[src/rtl/traffic_pkg.sv]
// Shared definitions for the intersection phase controller: phase codes,
// signal-head encodings, default dwell times and a phase-to-lights decoder.
package traffic_pkg;

    // Phase codes as seen on the phase output and by the visualization path
    localparam logic [2:0] PH_NS_GREEN  = 3'd0;
    localparam logic [2:0] PH_NS_YELLOW = 3'd1;
    localparam logic [2:0] PH_RED_TO_EW = 3'd2;
    localparam logic [2:0] PH_EW_GREEN  = 3'd3;
    localparam logic [2:0] PH_EW_YELLOW = 3'd4;
    localparam logic [2:0] PH_RED_TO_NS = 3'd5;

    typedef enum logic [2:0] {
        NS_GREEN  = PH_NS_GREEN,
        NS_YELLOW = PH_NS_YELLOW,
        RED_TO_EW = PH_RED_TO_EW,
        EW_GREEN  = PH_EW_GREEN,
        EW_YELLOW = PH_EW_YELLOW,
        RED_TO_NS = PH_RED_TO_NS
    } phase_e;

    // Signal-head encodings, {red, yellow, green} one-hot
    localparam logic [2:0] RED = 3'b100;
    localparam logic [2:0] YEL = 3'b010;
    localparam logic [2:0] GRN = 3'b001;

    // Default dwell times in 1 ms ticks
    localparam int DEF_MIN_GREEN = 5000;
    localparam int DEF_MAX_GREEN = 30000;
    localparam int DEF_YELLOW    = 3000;
    localparam int DEF_ALL_RED   = 1000;
    localparam int DEF_TW        = 16;

    typedef struct packed {
        logic [2:0] ns;
        logic [2:0] ew;
    } lights_t;

    // Only one axis is ever away from red; unknown codes fall back to all-red.
    function automatic lights_t lights_for(input phase_e ph);
        lights_t l;
        l.ns = RED;
        l.ew = RED;
        case (ph)
            NS_GREEN:  l.ns = GRN;
            NS_YELLOW: l.ns = YEL;
            EW_GREEN:  l.ew = GRN;
            EW_YELLOW: l.ew = YEL;
            default:   l = '{ns: RED, ew: RED};
        endcase
        return l;
    endfunction

endpackage

[src/rtl/traffic_phase_ctrl_phase_timer.sv]
// Dwell timer for the phase controller: counts ticks since the last state
// entry, saturates at all-ones, and compares the count against the green
// limits and a per-state dwell length.
module phase_timer #(
    parameter int TW        = 16,
    parameter int MIN_GREEN = 5000,
    parameter int MAX_GREEN = 30000
) (
    input  logic          clock,
    input  logic          reset,
    input  logic          tick,
    input  logic          clear,
    input  logic [TW-1:0] len,
    output logic          ge_min,
    output logic          ge_max,
    output logic          done
);

    // Comparisons are against count-1 because the deciding tick is the one
    // that would bring the elapsed count up to the limit.
    localparam logic [TW-1:0] MIN_M1 = TW'(MIN_GREEN - 1);
    localparam logic [TW-1:0] MAX_M1 = TW'(MAX_GREEN - 1);
    localparam logic [TW-1:0] SAT    = '1;

    logic [TW-1:0] timer_q;
    logic [TW-1:0] timer_d;

    // Next count: clear on state entry, otherwise saturating tick increment
    always_comb begin
        timer_d = timer_q;
        if (clear) begin
            timer_d = '0;
        end else if (tick && (timer_q != SAT)) begin
            timer_d = timer_q + TW'(1);
        end
    end

    // Count register
    always_ff @(posedge clock or posedge reset) begin
        if (reset) begin
            timer_q <= '0;
        end else begin
            timer_q <= timer_d;
        end
    end

    assign ge_min = (timer_q >= MIN_M1);
    assign ge_max = (timer_q >= MAX_M1);
    assign done   = (timer_q == (len - TW'(1)));

endmodule

[src/rtl/traffic_phase_ctrl.sv]
// Two-axis intersection phase controller. Serves N/S and E/W in a fixed
// six-phase cycle with yellow and all-red clearance, using latched demand
// so a brief car presence on the waiting axis is never forgotten.
module traffic_phase_ctrl
    import traffic_pkg::*;
#(
    parameter int MIN_GREEN = DEF_MIN_GREEN,
    parameter int MAX_GREEN = DEF_MAX_GREEN,
    parameter int YELLOW    = DEF_YELLOW,
    parameter int ALL_RED   = DEF_ALL_RED,
    parameter int TW        = DEF_TW
) (
    input  logic       clock,
    input  logic       reset,
    input  logic       tick,
    input  logic       detect_ns,
    input  logic       detect_sn,
    input  logic       detect_ew,
    input  logic       detect_we,
    output logic [2:0] light_ns,
    output logic [2:0] light_ew,
    output logic [2:0] phase,
    output logic       green_start
);

    phase_e     state_q, state_d;
    logic       wait_ns_q, wait_ns_d;
    logic       wait_ew_q, wait_ew_d;
    logic [2:0] light_ns_q, light_ew_q, phase_q;
    logic       green_start_q;
    lights_t    lights_d;
    logic [2:0] phase_d;
    logic       green_start_d;

    logic          dem_ns, dem_ew;
    logic          wait_ns_eff, wait_ew_eff;
    logic          timer_clear;
    logic [TW-1:0] timer_len;
    logic          ge_min, ge_max, done;

    phase_timer #(
        .TW        (TW),
        .MIN_GREEN (MIN_GREEN),
        .MAX_GREEN (MAX_GREEN)
    ) u_timer (
        .clock  (clock),
        .reset  (reset),
        .tick   (tick),
        .clear  (timer_clear),
        .len    (timer_len),
        .ge_min (ge_min),
        .ge_max (ge_max),
        .done   (done)
    );

    // Demand, effective waits, next phase, timer control and next outputs
    always_comb begin
        dem_ns = detect_ns | detect_sn;
        dem_ew = detect_ew | detect_we;

        // Include this cycle's demand so a car seen on the deciding tick counts
        wait_ns_eff = wait_ns_q | (dem_ns & (state_q != NS_GREEN));
        wait_ew_eff = wait_ew_q | (dem_ew & (state_q != EW_GREEN));

        timer_len = ((state_q == NS_YELLOW) || (state_q == EW_YELLOW))
                    ? TW'(YELLOW) : TW'(ALL_RED);

        state_d = state_q;
        unique case (state_q)
            NS_GREEN:  if (tick && wait_ew_eff && ge_min && (!dem_ns || ge_max))
                           state_d = NS_YELLOW;
            NS_YELLOW: if (tick && done) state_d = RED_TO_EW;
            RED_TO_EW: if (tick && done) state_d = EW_GREEN;
            EW_GREEN:  if (tick && wait_ns_eff && ge_min && (!dem_ew || ge_max))
                           state_d = EW_YELLOW;
            EW_YELLOW: if (tick && done) state_d = RED_TO_NS;
            RED_TO_NS: if (tick && done) state_d = NS_GREEN;
            default:   state_d = NS_GREEN;
        endcase

        timer_clear = (state_d != state_q);

        // A wait is satisfied when its axis turns green
        wait_ns_d = ((state_d == NS_GREEN) && (state_q != NS_GREEN)) ? 1'b0 : wait_ns_eff;
        wait_ew_d = ((state_d == EW_GREEN) && (state_q != EW_GREEN)) ? 1'b0 : wait_ew_eff;

        // Outputs are decoded from the next phase so they land with the state
        lights_d      = lights_for(state_d);
        phase_d       = state_d;
        green_start_d = ((state_d == NS_GREEN) || (state_d == EW_GREEN)) &&
                        (state_d != state_q);
    end

    // Phase register, demand latches and registered outputs
    always_ff @(posedge clock or posedge reset) begin
        if (reset) begin
            state_q       <= NS_GREEN;
            wait_ns_q     <= 1'b0;
            wait_ew_q     <= 1'b0;
            light_ns_q    <= GRN;
            light_ew_q    <= RED;
            phase_q       <= PH_NS_GREEN;
            green_start_q <= 1'b0;
        end else begin
            state_q       <= state_d;
            wait_ns_q     <= wait_ns_d;
            wait_ew_q     <= wait_ew_d;
            light_ns_q    <= lights_d.ns;
            light_ew_q    <= lights_d.ew;
            phase_q       <= phase_d;
            green_start_q <= green_start_d;
        end
    end

    assign light_ns    = light_ns_q;
    assign light_ew    = light_ew_q;
    assign phase       = phase_q;
    assign green_start = green_start_q;

endmodule
[config.mk]
export PLATFORM = sky130hd
export DESIGN_NAME = traffic_phase_ctrl
export DESIGN_NICKNAME = d
export VERILOG_FILES = /design/src/rtl/traffic_pkg.sv /design/src/rtl/traffic_phase_ctrl_phase_timer.sv /design/src/rtl/traffic_phase_ctrl.sv
export SDC_FILE = /design/constraint.sdc
export NUM_CORES = 1
export LEC_CHECK = 0
export BUFFER_PORTS_ARGS = -buffer_cell sky130_fd_sc_hd__buf_2
export CAP_MARGIN = 20
export CORE_ASPECT_RATIO = 1.5
export CORE_MARGIN = 2
export CORE_UTILIZATION = 50
export DETAILED_ROUTE_END_ITERATION = 16
export GPL_ROUTABILITY_DRIVEN = 0
export GPL_TIMING_DRIVEN = 0
export MAX_ROUTING_LAYER = met4
export PLACE_DENSITY = 0.72
export SLEW_MARGIN = 10
export SYNTH_ARGS = -nofsm -noshare
export SYNTH_HDL_FRONTEND = slang
export SYNTH_SLANG_ARGS = --single-unit
export TNS_END_PERCENT = 5
[constraint.sdc]
create_clock -name clock -period 2.2 [get_ports clock]
set_input_delay 0.11 -clock clock [delete_from_list [all_inputs] [get_ports clock]]
set_output_delay 0.11 -clock clock [all_outputs]
set_load 0.02 [all_outputs]
==> summary.txt <==
Clocking
  – Root Buffer: clkbuf_8
  – Clk_lat worst skew: between 0.2 and 0.3 ns
  – Clk slew on worst S/H paths: approximately 0.09 ns
  – Clk buf depth: 2
  – CTS tree: done
  – Clock buffer count from CTS: 3
  – Number of clock sinks: 28
  – H-tree depth: 1

Route
  – Via count: about 1.5k
  – WL per Instance: around 16 microns
  – Drt initial violations: 55
  – 1st-pass router iterations: 4
  – Post-route antenna net violation count: 0
  – DRC Markers: 0
  – Detail-routed via count per cell: 5.992
  – Wirelength, routed: roughly 4000 microns

Final layout
  – Synthesis-to-finish area growth: 23.41%
  – Inserted Diodes: 0
  – Nets: between 200 and 250
  – Most common cell after layout, fill and taps aside: nor2_1
  – Commonest non-fill, non-tap cells in the layout: nor2_1 (31), dfrtp_1 (24), buf_2 (18)
  – Layout cell share with drive strength beyond 1: 26.85%

GRT
  – Largest net degree at the start of global routing: 29
  – Remaining Overflow, GRT: 0
  – Total GRT Usage: between 20% and 30%
  – Initial antenna violation count: 0
  – Vias in the first global route: approximately 1.4k
  – First-pass GRT wire length: around 6400 microns

Status
  – Failing checks: negative setup slack
  – Outcome: finished, violations left

Timing
  – Final Cycle Share: 109.6%
  – Max_slew headroom: about 55%
  – Clock skew: 0.001992 ns
  – Worst setup margin: -0.2103 ns
  – Worst Tran Pin Value: between 0.6 and 0.7 ns
  – Slew Limit Fails: 0
  – Min cycle time layout: roughly 2.4 ns
  – # setup viols final: 19
  – Final Hold Viols: 0
  – RSZ-0062 raised after global routing: true
  – Fmax: between 0.4 and 0.5 GHz

Logic synthesis
  – Main flop type after synthesis: dfrtp_1
  – Post-synthesis sequential area ratio: 42.16%
  – Largest family of logic cells by synthesized area: simple AND/OR/NAND/NOR gates
  – Synth warnings: 0
  – Synthesized area: roughly 0.0017 sq mm
  – Mapped Nets: around 190
  – Post-synthesis compound-gate area fraction: ~14%
  – Post-synthesis mux area share: 1.200%
  – Simple logic cell fraction of the synthesized area: between 20% and 30%
  – Count of different cell masters after synthesis: 48
  – Mean Syn Cell Area: between 9 and 10 sq um
  – Seq cells post-synth: 28
  – Xor/xnor share of the synthesized area: 7.352%
  – Async SR Flop Fraction: 100.0%
  – Cells after Synth: 185
  – Post-synthesis adder-cell area fraction: 1.350%
  – EDFF count, synth: 0

Power and ir drop
  – Total power: approximately 1.4 mW
  – Power density over the cells: 685.1 mW/mm^2
  – Leak Pwr: around 0.9 nW
  – Peak VDD IR: 535.1 uV

Floorplan
  – Core footprint: 0.003159 sq mm
  – Starting Density: a little over half
  – Die width: slightly above 50 microns
  – Die Span Y: about 75 microns
  – Die area: between 0.003 and 0.004 sq mm
  – Io pins: 17
  – Rows: 25

Worst setup path
  – Setup Crit Path Kind: reg -> reg
  – Type of origin of the critical path: flip-flop
  – CP arrival: about 2.6 ns
  – Largest fanout on the critical path: 7
  – Worst Path Required: between 2 and 2.5 ns
  – CP max-delay cell: or4_4
  – Slowest cell delay on critical path: 0.52 ns
  – Endpoint class of the critical path: flip-flop
  – CP Cell Sequence: or3_4, or4_4, o21ba_4, maj3_1, o221a_2, buf_8, clkbuf_16, nor2_1
  – Top cell family by delay on the critical path: simple AND/OR/NAND/NOR gates
  – Buf+Inv Stages, Crit Path: 2

Placement
  – DP Wirelength: 2774 microns
  – Port buffer count: 15
  – Worst slack at placement: -0.2359 ns

Hold path
  – HP Class: in -> reg

Run
  – Max cap viols: 0
## stage by stage
stage	utilization, %	setup TNS (ns)	hold WS (ns)	std cells	instance area [sq um]
floorplan	-	-0.5910	0.1739	185	1669
global placement	56.79	-2.730	0.3937	240	1794
detailed placement	56.79	-3.636	0.4153	240	1794
CTS	60.28	-3.155	0.1126	246	1904
global route	65.15	-4.359	0.2966	256	2058
finish	65.15	-2.986	0.2747	256	2058
## final timing paths
check	depth (start not counted)	to	startpoint	slack [ns]
setup / recovery	8	u_timer.timer_q[9]$_DFFE_PP0P_	u_timer.timer_q[13]$_DFFE_PP0P_	-0.21
hold / removal	3	u_timer.timer_q[1]$_DFFE_PP0P_	tick	0.27
setup reg to reg	8	u_timer.timer_q[9]$_DFFE_PP0P_	u_timer.timer_q[13]$_DFFE_PP0P_	-0.21
hold reg to reg	2	wait_ns_q$_DFF_PP0_	wait_ns_q$_DFF_PP0_	0.54
max in group asynchronous	4	light_ns[0]$_DFF_PP1_	reset	1.36
min in group asynchronous	3	u_timer.timer_q[2]$_DFFE_PP0P_	reset	0.34
## metal layers
layer,global-route usage (%),vias up,wire (microns)
met5,-,-,0
met4,9.910,0,123
met3,1.984,13,150
met2,42.28,42,2218
met1,23.95,752,1491
li1,-,727,-
## Yosys cell counts (2+ instances only)
| cell | count | share of area (%) |
|---|---|---|
| nand4_1 | 5 | 1.9 |
| nand3_1 | 8 | 2.4 |
| dfrtp_1 | 26 | 39 |
| dfstp_2 | 2 | 3.2 |
| xor2_1 | 4 | 2.1 |
| nor3_1 | 10 | 3.0 |
| buf_2 | 4 | 1.2 |
| mux2i_1 | 2 | 1.2 |
| nor2b_1 | 3 | 1.1 |
| clkbuf_1 | 5 | 1.1 |
| nor2_1 | 31 | 7.0 |
| o21ai_0 | 3 | 0.90 |
| or3_1 | 4 | 1.5 |
| o211ai_1 | 2 | 0.90 |
| a211oi_1 | 2 | 0.90 |
| buf_6 | 2 | 1.4 |
| xnor2_1 | 10 | 5.3 |
| a21oi_1 | 8 | 2.4 |
| and4_1 | 3 | 1.6 |
| nor4_1 | 3 | 1.1 |
| inv_1 | 4 | 0.90 |
| nand2_1 | 16 | 3.6 |
| or4_1 | 3 | 1.4 |
## where the power goes
part | switching [mW] | leakage, nW | total, mW | internal, mW
Sequential | 0.0697 | 0.360 | 0.645 | 0.575
Clock | 0.159 | 0.0357 | 0.402 | 0.244
Combinational | 0.199 | 0.484 | 0.363 | 0.164
Total | 0.427 | 0.879 | 1.41 | 0.983
## repair_timing
action	in CTS	in global routing
pin swaps	0	4
hold buffers	0	1
hold endpoints to repair	0	6
gates cloned	0	1
resized for setup	5	10
endpoints found under the setup margin	21	22
buffers inserted	2	8
## kinds of logic (layout without fill, tap and decap cells)
| group | after synthesis | count (layout) |
|---|---|---|
| multiplexers | 2 | 2 |
| AND/OR/NAND/NOR | 92 | 92 |
| flip-flops | 28 | 28 |
| adder cells (fa/ha/maj) | 2 | 2 |
| buffers and inverters | 16 | 47 |
| XOR/XNOR | 14 | 14 |
| AO/OA/AOI/OAI | 31 | 31 |
## worst register-to-register path, cell delays in order, from the launching register on
cell and delay [ns]:
dfrtp_2 0.45, or3_4 0.42, or4_4 0.52, o21ba_4 0.25
maj3_1 0.15, o221a_2 0.20, buf_8 0.14, clkbuf_16 0.15
nor2_1 0.04
## final cells by class
cell class / count / area (sq um)
multi-input combinational: 141 / 902.1
buffer: 11 / 88.84
fill: 247 / 1101
clock inverter: 1 / 30.03
timing repair buffer: 28 / 225.2
tap: 40 / 50.05
sequential: 28 / 705.7
inverter: 4 / 15.01
clock buffer: 3 / 41.29
## flip-flops by register name, indices dropped and copies added, names as in the netlist
register         flops
u_timer.timer_q     16
light_ew             3
light_ns             3
phase                3
green_start          1
wait_ew_q            1
wait_ns_q            1
Power figures use the tool's default switching activity.
